[src/rtl/alu_pkg.sv]
// alu_pkg: opcode encoding shared by the pipelined ALU and its combinational core.
// Latency: n/a (types and constants only).
// Backpressure: n/a.
package alu_pkg;

  localparam int ALU_OP_W = 3;

  typedef enum logic [ALU_OP_W-1:0] {
    ALU_ADD = 3'b000,
    ALU_SUB = 3'b001,
    ALU_SLL = 3'b010,
    ALU_SRL = 3'b011,
    ALU_AND = 3'b100,
    ALU_OR  = 3'b101,
    ALU_XOR = 3'b110,
    ALU_EQL = 3'b111
  } alu_op_e;

endpackage

[src/rtl/alu_core.sv]
// alu_core: combinational WIDTH-bit ALU producing result, carry/borrow and signed overflow.
// Latency: 0 cycles (purely combinational).
// Backpressure: none; build option PIPELINED_ALU_SAT_EN makes ADD/SUB saturate unsigned.
module alu_core
  import alu_pkg::*;
#(
  parameter int WIDTH = 8
) (
  input  logic [WIDTH-1:0] a,
  input  logic [WIDTH-1:0] b,
  input  alu_op_e          op,
  output logic [WIDTH-1:0] result,
  output logic             carry,
  output logic             ovf
);

  localparam int SH_W = $clog2(WIDTH);
  localparam int MSB  = WIDTH - 1;

  logic [WIDTH:0]   sum;
  logic [WIDTH:0]   diff;
  logic [SH_W-1:0]  shamt;

  // Extra top bit of the widened add/subtract is the carry-out or the borrow.
  assign sum   = {1'b0, a} + {1'b0, b};
  assign diff  = {1'b0, a} - {1'b0, b};
  assign shamt = b[SH_W-1:0];

  // Opcode decode; flags stay low for anything that is not ADD/SUB.
  always_comb begin
    result = '0;
    carry  = 1'b0;
    ovf    = 1'b0;
    case (op)
      ALU_ADD: begin
        result = sum[WIDTH-1:0];
        carry  = sum[WIDTH];
        ovf    = (a[MSB] == b[MSB]) && (sum[MSB] != a[MSB]);
`ifdef PIPELINED_ALU_SAT_EN
        if (sum[WIDTH]) result = '1;
`endif
      end
      ALU_SUB: begin
        result = diff[WIDTH-1:0];
        carry  = diff[WIDTH];
        ovf    = (a[MSB] != b[MSB]) && (diff[MSB] != a[MSB]);
`ifdef PIPELINED_ALU_SAT_EN
        if (diff[WIDTH]) result = '0;
`endif
      end
      ALU_SLL: result = a << shamt;
      ALU_SRL: result = a >> shamt;
      ALU_AND: result = a & b;
      ALU_OR:  result = a | b;
      ALU_XOR: result = a ^ b;
      ALU_EQL: result[0] = (a == b);
      default: result = '0;
    endcase
  end

endmodule

[src/rtl/pipelined_alu.sv]
// pipelined_alu: two-stage valid/ready ALU with tag pass-through, status flags and op counter.
// Latency: 2 cycles from input handshake to out_valid_o; sustains 1 op/cycle.
// Backpressure: S2 holds while stalled, S1 absorbs one more op, then in_ready_o drops (PIPELINED_ALU_SAT_EN selects saturating ADD/SUB).
module pipelined_alu
  import alu_pkg::*;
#(
  parameter int WIDTH = 8,
  parameter int TAG_W = 4,
  parameter int CNT_W = 16
) (
  input  logic                clk_i,
  input  logic                rst_i,
  input  logic                in_valid_i,
  output logic                in_ready_o,
  input  logic [WIDTH-1:0]    a_i,
  input  logic [WIDTH-1:0]    b_i,
  input  logic [ALU_OP_W-1:0] op_i,
  input  logic [TAG_W-1:0]    tag_i,
  output logic                out_valid_o,
  input  logic                out_ready_i,
  output logic [WIDTH-1:0]    alu_o,
  output logic [TAG_W-1:0]    tag_o,
  output logic                zero_o,
  output logic                carry_o,
  output logic                ovf_o,
  output logic [CNT_W-1:0]    op_count_o
);

  // Stage 1: captured operands
  logic             s1_valid;
  logic [WIDTH-1:0] s1_a;
  logic [WIDTH-1:0] s1_b;
  alu_op_e          s1_op;
  logic [TAG_W-1:0] s1_tag;

  // Stage 2: registered result presented on the outputs
  logic             s2_valid;
  logic [WIDTH-1:0] s2_res;
  logic [TAG_W-1:0] s2_tag;
  logic             s2_zero;
  logic             s2_carry;
  logic             s2_ovf;
  logic [CNT_W-1:0] op_count;

  logic             s2_free;
  logic             s1_adv;
  logic             in_fire;
  logic             out_fire;

  logic [WIDTH-1:0] core_res;
  logic             core_carry;
  logic             core_ovf;

  // S2 can take new data when empty or when its current result leaves this cycle.
  assign s2_free    = !s2_valid || out_ready_i;
  assign s1_adv     = s1_valid && s2_free;
  assign in_ready_o = !s1_valid || s2_free;
  assign in_fire    = in_valid_i && in_ready_o;
  assign out_fire   = s2_valid && out_ready_i;

  alu_core #(
    .WIDTH (WIDTH)
  ) u_core (
    .a      (s1_a),
    .b      (s1_b),
    .op     (s1_op),
    .result (core_res),
    .carry  (core_carry),
    .ovf    (core_ovf)
  );

  // Stage 1 register: load on input handshake, empty when advancing with nothing new behind.
  always_ff @(posedge clk_i) begin
    if (rst_i) begin
      s1_valid <= 1'b0;
      s1_a     <= '0;
      s1_b     <= '0;
      s1_op    <= ALU_ADD;
      s1_tag   <= '0;
    end else if (in_fire) begin
      s1_valid <= 1'b1;
      s1_a     <= a_i;
      s1_b     <= b_i;
      s1_op    <= alu_op_e'(op_i);
      s1_tag   <= tag_i;
    end else if (s1_adv) begin
      s1_valid <= 1'b0;
    end
  end

  // Stage 2 register: capture core output on advance; hold everything steady while stalled.
  always_ff @(posedge clk_i) begin
    if (rst_i) begin
      s2_valid <= 1'b0;
      s2_res   <= '0;
      s2_tag   <= '0;
      s2_zero  <= 1'b0;
      s2_carry <= 1'b0;
      s2_ovf   <= 1'b0;
    end else if (s1_adv) begin
      s2_valid <= 1'b1;
      s2_res   <= core_res;
      s2_tag   <= s1_tag;
      s2_zero  <= (core_res == '0);
      s2_carry <= core_carry;
      s2_ovf   <= core_ovf;
    end else if (out_fire) begin
      s2_valid <= 1'b0;
    end
  end

  // Completed-operation counter, wraps naturally at 2^CNT_W.
  always_ff @(posedge clk_i) begin
    if (rst_i) begin
      op_count <= '0;
    end else if (out_fire) begin
      op_count <= op_count + CNT_W'(1);
    end
  end

  assign out_valid_o = s2_valid;
  assign alu_o       = s2_res;
  assign tag_o       = s2_tag;
  assign zero_o      = s2_zero;
  assign carry_o     = s2_carry;
  assign ovf_o       = s2_ovf;
  assign op_count_o  = op_count;

endmodule
[config.mk]
export PLATFORM = sky130hd
export DESIGN_NAME = pipelined_alu
export DESIGN_NICKNAME = d
export VERILOG_FILES = /design/src/rtl/alu_pkg.sv /design/src/rtl/alu_core.sv /design/src/rtl/pipelined_alu.sv
export SDC_FILE = /design/constraint.sdc
export NUM_CORES = 1
export LEC_CHECK = 0
export CAP_MARGIN = 20
export CORE_MARGIN = 2
export CORE_UTILIZATION = 52
export DETAILED_ROUTE_END_ITERATION = 8
export PLACE_DENSITY = 0.88
export SYNTH_ARGS = -nofsm -noshare
export SYNTH_HDL_FRONTEND = slang
export SYNTH_HIERARCHICAL = 1
export SYNTH_SLANG_ARGS = --single-unit
[constraint.sdc]
create_clock -name clk_i -period 5.2 [get_ports clk_i]
set_input_delay 1.56 -clock clk_i [delete_from_list [all_inputs] [get_ports clk_i]]
set_output_delay 1.56 -clock clk_i [all_outputs]
set_load 0.01 [all_outputs]
==> results of run 1 <==
==> final timing paths <==
kind | depth (start not counted) | slack, ns | endpoint
worst max register to register | 9 | 1.76 | zero_o
worst min register to register | 2 | 0.45 | tag_o[2]
worst min-delay path | 2 | 0.45 | tag_o[2]
worst max-delay path | 3 | 0.74 | in_ready_o
==> sequential cells by signal (all words and copies together), names as in the netlist <==
signal	cells
tag_o	4
s1_a	8
carry_o	1
ovf_o	1
alu_o	8
out_valid_o	1
s1_b	8
s1_valid	1
s1_op	3
op_count_o	16
zero_o	1
s1_tag	4
==> critical path, stage by stage <==
cell and delay, ns:
clkdlybuf4s50_1 0.59, nand3b_1 0.20, clkdlybuf4s50_1 0.56
==> through the flow <==
step / worst slack [ns] / instances / power, µW
final: 0.735 / 625 / 954
after detailed placement: 0.739 / 617 / 703
after CTS: 0.728 / 625 / 953
after floorplan: 1.86 / 494 / 631
after global routing: 0.683 / 625 / 999
after global placement: 0.766 / 617 / 698
==> synth_stat cells, types with 2 or more instances <==
cell type,number,area (µm²)
o21ai_0,18,90.1
xor2_1,9,78.8
mux4_1,4,105
mux4_2,4,90.1
o21bai_1,2,15.0
nor2b_1,3,18.8
nor4_1,8,50.1
a22oi_1,6,45.0
nor2_1,24,90.1
buf_2,11,55.1
nor3_1,10,50.1
xnor2_1,4,35.0
clkbuf_1,21,78.8
nand4_1,8,50.1
nand3_1,9,45.0
a211o_1,3,26.3
buf_6,3,33.8
buf_1,2,7.51
and4_1,2,17.5
nand2b_1,5,31.3
a21o_1,6,45.0
mux2i_1,12,120
a31oi_1,5,31.3
ha_1,27,338
a211oi_1,2,15.0
o31ai_1,4,30.0
or3_1,2,12.5
and2_1,2,12.5
and3_1,3,18.8
o221ai_1,5,43.8
inv_1,23,86.3
fa_1,2,40.0
nand2_1,102,383
or3_2,3,22.5
a21oi_1,58,290
dfxtp_1,56,1120
==> routing by layer <==
layer / vias to the layer above / wire length [µm] / part of all wire / GRT usage
met1: 1730 / 4500 / 0.45 / 0.344
li1: 1804 / - / - / -
met4: 0 / 233 / 0.023 / 0.0872
met3: 23 / 685 / 0.069 / 0.0503
met5: - / 0 / 0 / 0
met2: 141 / 4560 / 0.46 / 0.397
==> layout make-up <==
class | count | area share
timing repair buffer | 61 | 0.133
clock inverter | 3 | 0.00611
tap | 99 | 0.0275
multi-input combinational | 376 | 0.548
inverter | 25 | 0.0214
sequential | 56 | 0.249
clock buffer | 5 | 0.0153
==> power by group through the flow <==
| stage | combinational, µW | clock [µW] | sequential, µW |
|---|---|---|---|
| 2_1_floorplan | 160 | 0 | 471 |
| 3_3_place_gp | 217 | 0 | 481 |
| 3_5_place_dp | 221 | 0 | 482 |
| 4_1_cts | 222 | 259 | 472 |
| 5_1_grt | 250 | 273 | 476 |
| 6_report | 227 | 253 | 473 |
==> cell families (layout without fill, tap and decap cells) <==
group,after synthesis,after routing,synth area share
fa+ha+maj,29,29,0.0979
compound gates,123,123,0.200
simple gates,190,190,0.227
xor+xnor,13,13,0.0295
mux,21,21,0.0846
flops,56,56,0.291
buf+inv,62,94,0.0704
==> out/qor.yml, run 1 <==
sta:
  finalSetupViolations: 0
  hold_viol: 0
  finalWorstPathRequiredPeriod_ns: 4.46
  finalCritPeriodShare: 0.859
  holdWs_ns: 0.452
  fin_setup_tns_ns: 0
  max_slew.worst_pin.slew_ns: 0.937
  skew_ns: 0.0132
  relSlewSlack: 0.375
  maxSlewViolCount: 0
  achievable-frequency_ghz: 0.224
  rsz0062_at_grt: "no"
cells_and_area:
  insertedDiodeCount: 0
  final_util: 0.624
  finalInstanceArea_um2: 4500
  layout.cells.most_common: "nand2_1"
  final-seq-area_um2: 1120
  mostFrequentLayoutCells: "nand2_1, a21oi_1, clkdlybuf4s50_1"
  layout_cell_share_with_drive_strength_beyond_1: 0.0532
  num-fill-cells: 628
  final_net_count: 581
  area_growth_syn_to_layout_pct: 16.7
  multi_input_logic_area_um2: 2470
routing:
  route.final.wire_length_um: 9980
  wl_per_cell_um: 16.0
  detailroute.via_count: 3698
  number_of_violations_reported_at_the_end_of_detailed_routing_iteration_0: 340
  drt_via_density: 5.92
  number_of_routed_nets_with_antenna_violations: 0
  drt_drc_violations_left: 0
  drtPass1Iterations: 5
grt:
  grt_max_degree: 57
  grt_use_total: 0.251
  globalRouteOverflowTotal: 0
  grt_first_pass_wirelength_um: 17000
  grt_antenna_before_repair: 0
  grt_pass1_vias: 3489
placed_design:
  dpl.hpwl_um: 7200
  i_o_buffers: 59
  place_area_um2: 4410
  gp_congestion: 1.01
logic_synthesis:
  yosysSeqAreaShare: 0.291
  synth-main-ff-cell: "dfxtp_1"
  post_synth.cell_area_avg_um2: 7.81
  postSynthRegisterBits: 56
  yosys_warnings: 6
  instance_count_of_the_mapped_netlist: 494
  async_set_reset_flop_share_out_of_synthesis: 0
  post_synth_instance_area_um2: 3860
  yosys.cell_types.count: 62
  synth-edff-count: 0
  syn-num-nets: 550
worst_setup_path:
  worstSetupStartpoint: "out_ready_i"
  origin_of_the_critical_flop_to_flop_path: "s1_b[2]"
  path_class: "primary input to output port"
  crit_path_max_fanout: 7
  cp.arrival_ns: 2.90
  end_kind: "output port"
  timing.critical_path.from_type: "primary input"
  worst_ep_required_time_ns: 3.64
floorplanning:
  floorplan.core_area_um2: 7210
  start_util: 0.535
  die_area_um2: 8130
  rows: 31
  fp.dieW_um: 90.1
  pin_count: 60
  die_h_um: 90.1
clock_network:
  max-clock-path-buffers: 2
  worst_skew_pair.late_latency_ns: 0.32
  cts_hold_buffers: 0
  post_cts_resized: 0
  clock_tree_from_tritoncts: "built"
  post-cts-setup-buffer-count: 0
  cts.sinks: 56
  clockRootBuffer: "clkbuf_8"
  cts-buffers-inserted: 5
  cts.htree.levels: 2
  clk_pin_slew_ns: 0.10
power:
  power_switching_share: 0.326
  int_pwr_uw: 642
  p_leak_uw: 0.00168
  pwr-share-clk: 0.266
  vdd.ir_drop.worst_uv: 224
  comb_power_share: 0.238
  power_per_cell_area_nw_per_um2: 212
  seqPwrFrac: 0.496
  switchingPower_uw: 311
run_status:
  run_status: "completed"
hold_path:
  worstHoldPathType: "flip-flop to flip-flop"
  hp-start: "s1_tag[2]"
run:
  max_cap_violations: 0
No activity file was read; power rests on OpenSTA's default activity.
==> run 2: changes to the inputs <==
CTS_BUF_LIST = sky130_fd_sc_hd__clkbuf_2   (was not set)
==> run 2 against run 1 <==
- clock power decreased by 27%
- first-iteration DRC count decreased by 8.5%
- critical path depth unchanged
- register-to-register slack got worse by 0.02 ns
- utilization decreased by 0.61 points
- total power decreased by 7.1%
- sequential share of layout area increased by 0.24 points
- die area unchanged
- wire length decreased by 1.7%
==> out/qor.yml, run 2 (synthesis gave the netlist of run 1 again) <==
grt:
  grt_pass1_vias: 3474
  grt_max_degree: 57
  grt_first_pass_wirelength_um: 16900
  globalRouteOverflowTotal: 0
  grt_antenna_before_repair: 0
  grt_use_total: 0.247
power:
  seqPwrFrac: 0.536
  power_per_cell_area_nw_per_um2: 199
  pwr-share-clk: 0.208
  vdd.ir_drop.worst_uv: 186
  p_leak_uw: 0.00167
  comb_power_share: 0.256
  switchingPower_uw: 303
  int_pwr_uw: 583
  power_switching_share: 0.342
sta:
  rsz0062_at_grt: "no"
  timing.final.ws_setup_ns: 0.732
  finalCritPeriodShare: 0.859
  achievable-frequency_ghz: 0.224
  relSlewSlack: 0.370
  finalWorstPathRequiredPeriod_ns: 4.47
  finalSetupViolations: 0
  max_slew.worst_pin.slew_ns: 0.945
  hold_viol: 0
  maxSlewViolCount: 0
  skew_ns: 0.0384
  fin_setup_tns_ns: 0
cells_and_area:
  layout_cell_share_with_drive_strength_beyond_1: 0.0532
  mostFrequentLayoutCells: "nand2_1, a21oi_1, clkdlybuf4s50_1"
  layout.cells.most_common: "nand2_1"
  final_net_count: 581
  area_growth_syn_to_layout_pct: 15.6
  finalInstanceArea_um2: 4460
  largest_register_ff_count: 16
  fin_cells: 625
  insertedDiodeCount: 0
worst_setup_path:
  worst_ep_required_time_ns: 3.64
  timing.critical_path.from_type: "primary input"
  setup.reg_to_reg.worst_slack_ns: 1.74
  cp.arrival_ns: 2.91
  crit_path_max_fanout: 7
  end_kind: "output port"
  path_class: "primary input to output port"
routing:
  detailroute.via_count: 3713
  drt_via_density: 5.94
  route.final.wire_length_um: 9820
  wl_per_cell_um: 15.7
  number_of_routed_nets_with_antenna_violations: 0
  drtPass1Iterations: 5
  drt_drc_violations_left: 0
  number_of_violations_reported_at_the_end_of_detailed_routing_iteration_0: 311
placed_design:
  dpl.hpwl_um: 7200
  post-place-ws_ns: 0.739
  gp_congestion: 1.01
  placed_cells_incl_taps: 617
  i_o_buffers: 59
  place_area_um2: 4410
floorplanning:
  start_util: 0.535
  floorplan.core_area_um2: 7210
  die_h_um: 90.1
  pin_count: 60
  fp.dieW_um: 90.1
  rows: 31
  die_area_um2: 8130
clock_network:
  post-cts-setup-buffer-count: 0
  max-clock-path-buffers: 2
  clockRootBuffer: "clkbuf_2"
  cts_hold_buffers: 0
  clk_pin_slew_ns: 0.29
  worst_skew_pair.late_latency_ns: 0.47
  cts.sinks: 56
  cts-buffers-inserted: 5
  post_cts_resized: 0
  cts.htree.levels: 2
  clock_tree_from_tritoncts: "built"
run_status:
  run_status: "completed"
hold_path:
  worstHoldPathType: "flip-flop to flip-flop"
run:
  max_cap_violations: 0
-- run 2: cell counts in the layout (fill, tap and decap cells not counted) --
No cell type changed its count.
-- run 2: area by class of cell --
cell class / instances / area (µm²)
Clock buffer: 5 / 25.0
Clock inverter: 3 / 27.5
Fill cell: 629 / 2750
Inverter: 25 / 96.3
Multi-Input combinational cell: 376 / 2470
Sequential cell: 56 / 1120
Tap cell: 99 / 124
Timing Repair Buffer: 61 / 601
-- run 2: routing by layer --
layer	GRT usage	up-vias	wire length (µm)	share of wire
li1	-	1800	-	-
met1	0.339	1732	4390	0.45
met5	0	-	0	0
met4	0.0756	0	228	0.023
met3	0.0453	24	660	0.067
met2	0.397	157	4540	0.46
-- run 2: final timing paths --
path / start / to / depth (start not counted)
min: s1_tag[2] / tag_o[2] / 2
max: out_ready_i / in_ready_o / 3
min reg2reg: s1_tag[2] / tag_o[2] / 2
max reg2reg: s1_b[2] / zero_o / 9
-- run 2: power by group through the flow --
stage          clock [µW]  combinational (µW)  sequential (µW)
6_report              184                 227              475
5_1_grt               202                 249              479
4_1_cts               190                 222              474
3_5_place_dp            0                 221              482
3_3_place_gp            0                 217              481
2_1_floorplan           0                 160              471
-- run 2: critical path, cell delays in order --
cell	delay, ns
clkdlybuf4s50_1	0.59
nand3b_1	0.20
clkdlybuf4s50_1	0.56
-- run 2: through the flow --
stage,utilization,hold WS [ns],power [µW]
after floorplan,-,0.432,631
after global placement,0.611,0.441,698
after detailed placement,0.611,0.446,703
after CTS,0.618,0.435,886
after global routing,0.618,0.467,931
final,0.618,0.444,886
==> edit 1, RTL diff (settings of run 2) <==
The parameter `CNT_W` goes from 16 to 32.
--- a/src/rtl/pipelined_alu.sv
+++ b/src/rtl/pipelined_alu.sv
@@ -8,3 +8,3 @@
   parameter int TAG_W = 4,
-  parameter int CNT_W = 16
+  parameter int CNT_W = 32
 ) (
Interface: changed (resized op_count_o); port bits go from 60 to 76. The function was not compared with the original's and may differ.
==> edit 1 against run 2 <==
  * Routed wire length grew 31%
  * Count of clock-buffer cells in the layout up 4
  * Worst setup slack improved by 44 ps
  * Area after synthesis increased by 21%
  * Utilization rose by 0.96 points
  * Synthesized cell count is 20% higher
  * Clock skew down 8.8 ps
  * Non-clock buffer count is 17 higher
  * Final area grew 23%
  * Sequential cell count increased by 16
  * Sequential power is 25% higher
  * Total power increased by 24%
  * Die area rose by 20%
  * Hold slack better by 26 ps
==> edit 1: results (changes against run 2) <==
[global_routing]
grt_pass1_vias = 4473  ; was 3474
grt_usage_pct = 26.43  ; was 24.71%
grt_max_degree = 47  ; was 57
use_met3_pct = 5.248  ; was 4.526%
grt_pass1_wl_um = 21200  ; was 16860 um
gr-usage-met2_pct = 44.49  ; was 39.66%
use_met1_pct = 33.75  ; was 33.93%

[power_and_ir_drop]
clkPwrFrac_pct = 24.7  ; was 20.8%
pwr-share-comb_pct = 21.1  ; was 25.6%
peakVddDrop_uv = 136.5  ; was 185.6 uV
switchingPower_uw = 369.0  ; was 303.0 uW
p_leak_nw = 1.996  ; was 1.667 nW

[sta]
max-slew-margin-rel_pct = 38.77  ; was 37.00%
whs_ps = 470.3  ; was 443.9 ps
finalClockSkew_ps = 29.63  ; was 38.40 ps

[synth]
synth_top_cells_by_count = nand2_1 (106), dfxtp_1 (72), a21oi_1 (70), nor2_1 (28)  ; was nand2_1 (102), a21oi_1 (58), dfxtp_1 (56), ha_1 (27), nor2_1 (24)
synth_adder_area_share_pct = 8.073  ; was 9.792%
synth_nets = 647  ; was 550
synth_compound_area_share_pct = 19.70  ; was 20.01%
synthTopCellsByArea = dfxtp_1 (31%), nand2_1 (8.5%), a21oi_1 (7.5%)  ; was dfxtp_1 (29%), nand2_1 (9.9%), ha_1 (8.8%)
ys_seq_area_share_pct = 30.79  ; was 29.05%
async_flop_share_pct = 0  ; unchanged

[status]
status = completed  ; unchanged

[drt]
met2_wirelength_um = 6241  ; was 4536 um
first_iter_violations = 335  ; was 311
routed-wl-met3_um = 965  ; was 660 um
routed_wl_um = 12900  ; was 9816 um

[final_layout]
fin_nets = 692  ; was 581
largest_reg_flops = 32  ; was 16
num-fill-cells = 725  ; was 629

[cts]
cts_made_buffers = 9  ; was 5
insertion_delay_ps = 500  ; was 470 ps
htreeDepth = 3  ; was 2
clk_pin_slew_ps = 210  ; was 290 ps
cts_resized = 0  ; unchanged

[worst_setup_path]
worst-path-max-fanout = 6  ; was 7
slowest_delay_ps = 560  ; was 590 ps
r2r_slack_ps = 1720  ; was 1740 ps
worstPathArrival_ps = 2860  ; was 2910 ps

[placement]
portBuffers = 75  ; was 59
place_hpwl_um = 9304  ; was 7199 um
gp_congestion = 0.9458  ; was 1.011

## edit 1: cell types whose count changed after synthesis, moves of 4 or more
cell | before | now
a21oi_1 | 58 | 70
and3_1 | 3 | 7
buf_1 | 2 | 7
dfxtp_1 | 56 | 72
inv_1 | 23 | 27
nand2_1 | 102 | 106
nand3_1 | 9 | 15
nor2_1 | 24 | 28
o31ai_1 | 4 | 16
or4_1 | 1 | 15
## edit 1: final timing paths
kind,from,end,cells past startpoint
worst max-delay path,out_ready_i,in_ready_o,3
worst min-delay path,tag_o[2]$_SDFFE_PP0P_,tag_o[2]$_SDFFE_PP0P_,2
worst max register to register,s1_b[2]$_SDFFE_PP0P_,zero_o$_SDFFE_PP0P_,10
worst min register to register,tag_o[2]$_SDFFE_PP0P_,tag_o[2]$_SDFFE_PP0P_,2
## edit 1: metrics by stage
| stage | power (mW) | worst slack, ps | cell area [sq um] | util (%) | instances |
|---|---|---|---|---|---|
| finish | 1.099 | 776.3 | 5475 | 62.78 | 749 |
| global route | 1.150 | 706.8 | 5475 | 62.78 | 749 |
| CTS | 1.100 | 777.7 | 5475 | 62.78 | 749 |
| detailed placement | 0.8326 | 793.7 | 5384 | 61.74 | 733 |
| global placement | 0.8255 | 818.0 | 5384 | 61.74 | 733 |
| floorplan | 0.7577 | 1857 | 4681 | - | 591 |
## edit 1: layout make-up
cell class | count | area [sq um] | share of cell area [%]
clock buffers | 9 | 45.04 | 0.8227
multi-input cells | 446 | 2928 | 53.47
inverters | 29 | 111.4 | 2.034
flip-flops and latches | 72 | 1441 | 26.33
repair buffers | 78 | 768.2 | 14.03
well taps | 108 | 135.1 | 2.468
clock inverters | 7 | 46.29 | 0.8455
## edit 1: tightest hold or removal path: stages (launching register included)
cell,delay (ps)
dfxtp_1,360
nand2_1,50
a21oi_1,50
==> edit 2, RTL diff (flow settings as in run 2) <==
Made on the original files. Reset style: asynchronous (`rst_i`), changed in 3 clocked blocks.
--- a/src/rtl/pipelined_alu.sv
+++ b/src/rtl/pipelined_alu.sv
@@ -72,3 +72,3 @@
   // Stage 1 register: load on input handshake, empty when advancing with nothing new behind.
-  always_ff @(posedge clk_i) begin
+  always_ff @(posedge clk_i or posedge rst_i) begin
     if (rst_i) begin
@@ -91,3 +91,3 @@
   // Stage 2 register: capture core output on advance; hold everything steady while stalled.
-  always_ff @(posedge clk_i) begin
+  always_ff @(posedge clk_i or posedge rst_i) begin
     if (rst_i) begin
@@ -112,3 +112,3 @@
   // Completed-operation counter, wraps naturally at 2^CNT_W.
-  always_ff @(posedge clk_i) begin
+  always_ff @(posedge clk_i or posedge rst_i) begin
     if (rst_i) begin
Function: differs if rst_i is asserted again (counterexample within 4 cycles, from zero or initial values and one cycle with rst_i high); with rst_i held inactive, the same outputs for 10 cycles.
==> edit 2 against run 2 <==
  * Non-clock buffer count stayed put
  * Largest cell class unchanged
  * Routed wire length fell by 3.1%
  * Worst setup slack gained 53 ps
  * Sequential cell count unchanged
  * Final area increased by 4.0%
  * Area after synthesis rose by 3.0%
  * Highest routed layer unchanged
  * Critical path depth unchanged
Power is not compared: it rests on default switching activity, and its combinational part moved more than twofold at a synthesized area within 25%.
==> edit 2: results (changes against run 2) <==
[drt]
avgRoutedWirePerCell_um = 18.02  ; was 15.71 um
routed_via_density = 6.015  ; was 5.941
drt-pass1-iter-count = 7  ; was 5
first_iter_violations = 235  ; was 311

[placement]
place_hpwl_um = 6974  ; was 7199 um
gp_congestion = 0.9812  ; was 1.011

[global_routing]
grt_max_degree = 46  ; was 57
grt_pass1_vias = 3144  ; was 3474

[sta]
finalClockSkew_ps = 6.937  ; was 38.40 ps
worst_pin_slew_ps = 922.3  ; was 945.0 ps

[synth]
ys_seq_area_share_pct = 35.26  ; was 29.05%
synthTopCellsByArea = dfrtp_1 (35%), mux2_2 (11%), ha_1 (8.5%)  ; was dfxtp_1 (29%), nand2_1 (9.9%), ha_1 (8.8%)
synth_nets = 439  ; was 550
synth_top_cells_by_count = dfrtp_1 (56), mux2_2 (38), ha_1 (27), inv_1 (24), nand2_1 (23)  ; was nand2_1 (102), a21oi_1 (58), dfxtp_1 (56), ha_1 (27), nor2_1 (24)
async_flop_share_pct = 100.0  ; was 0%

[final_layout]
num-fill-cells = 603  ; was 629
fin_nets = 484  ; was 581
drive_gt1_share_pct = 15.15  ; was 5.323%

[worst_setup_path]
worst-path-max-fanout = 5  ; was 7
ff2ff_path_depth = 10  ; was 9
worstPathArrival_ps = 2850  ; was 2910 ps
r2r-end = zero_o$_DFFE_PP0P_  ; was zero_o$_SDFFE_PP0P_

[worst_hold_path]
hold_start = op_count_o[15]$_DFFE_PP0P_  ; was s1_tag[2]$_SDFFE_PP0P_
worstHoldPathCells = 1  ; was 2

[status]
status = completed  ; unchanged

## edit 2: worst max-delay path, stage by stage
cell and delay, ps:
clkdlybuf4s50_1 540, nand3b_1 190, clkdlybuf4s50_1 560
## edit 2: per-layer routing
layer  GRT usage, %  vias up  share of wire (%)
li1               -     1484                  -
met1          30.53     1532                 41
met2          37.62      140                 48
met5              0        -                  0
met4          7.702        0                2.5
met3          5.809       20                7.8
## edit 2: through the flow
step	hold WS [ps]	cells	instance area, sq um
4_1_cts	502.7	528	4641
3_3_place_gp	465.9	520	4569
2_1_floorplan	473.8	383	3974
3_5_place_dp	464.9	520	4569
5_1_grt	526.1	528	4641
6_report	503.4	528	4641
## edit 2: how the worst max path moves through the flow
stage	startpoint	slack (ps)	cells past startpoint	endpoint
2_1_floorplan	out_ready_i	1850	1	in_ready_o
3_3_place_gp	out_ready_i	820	3	in_ready_o
3_5_place_dp	out_ready_i	790	3	in_ready_o
4_1_cts	out_ready_i	780	3	in_ready_o
5_1_grt	out_ready_i	730	3	in_ready_o
6_report	out_ready_i	790	3	in_ready_o
## edit 2: kinds of logic (layout without fill, tap and decap cells)
group                    after synthesis  after routing  share of synthesized area (%)
AO/OA/AOI/OAI                         73             73                          13.07
XOR/XNOR                              18             18                          3.967
adder cells (fa/ha/maj)               29             29                          9.509
buffers and inverters                 49             95                          5.888
flip-flops                            56             56                          35.26
multiplexers                          59             59                          19.08
AND/OR/NAND/NOR                       99             99                          13.22
## edit 2: power by group through the flow
stage | Sequential, mW | Clock, mW | Combinational [mW]
floorplan | 0.648 | 0 | 0.495
global placement | 0.652 | 0 | 0.750
detailed placement | 0.661 | 0 | 0.775
CTS | 0.655 | 0.242 | 0.778
global route | 0.673 | 0.258 | 0.844
finish | 0.654 | 0.235 | 0.780
## edit 2: final cells by class
| class | instances | share of cell area, % |
|---|---|---|
| flip-flops and latches | 56 | 30.20 |
| clock buffers | 5 | 0.5392 |
| clock inverters | 3 | 0.9976 |
| inverters | 26 | 2.157 |
| repair buffers | 61 | 13.05 |
| well taps | 99 | 2.669 |
| multi-input cells | 278 | 50.39 |
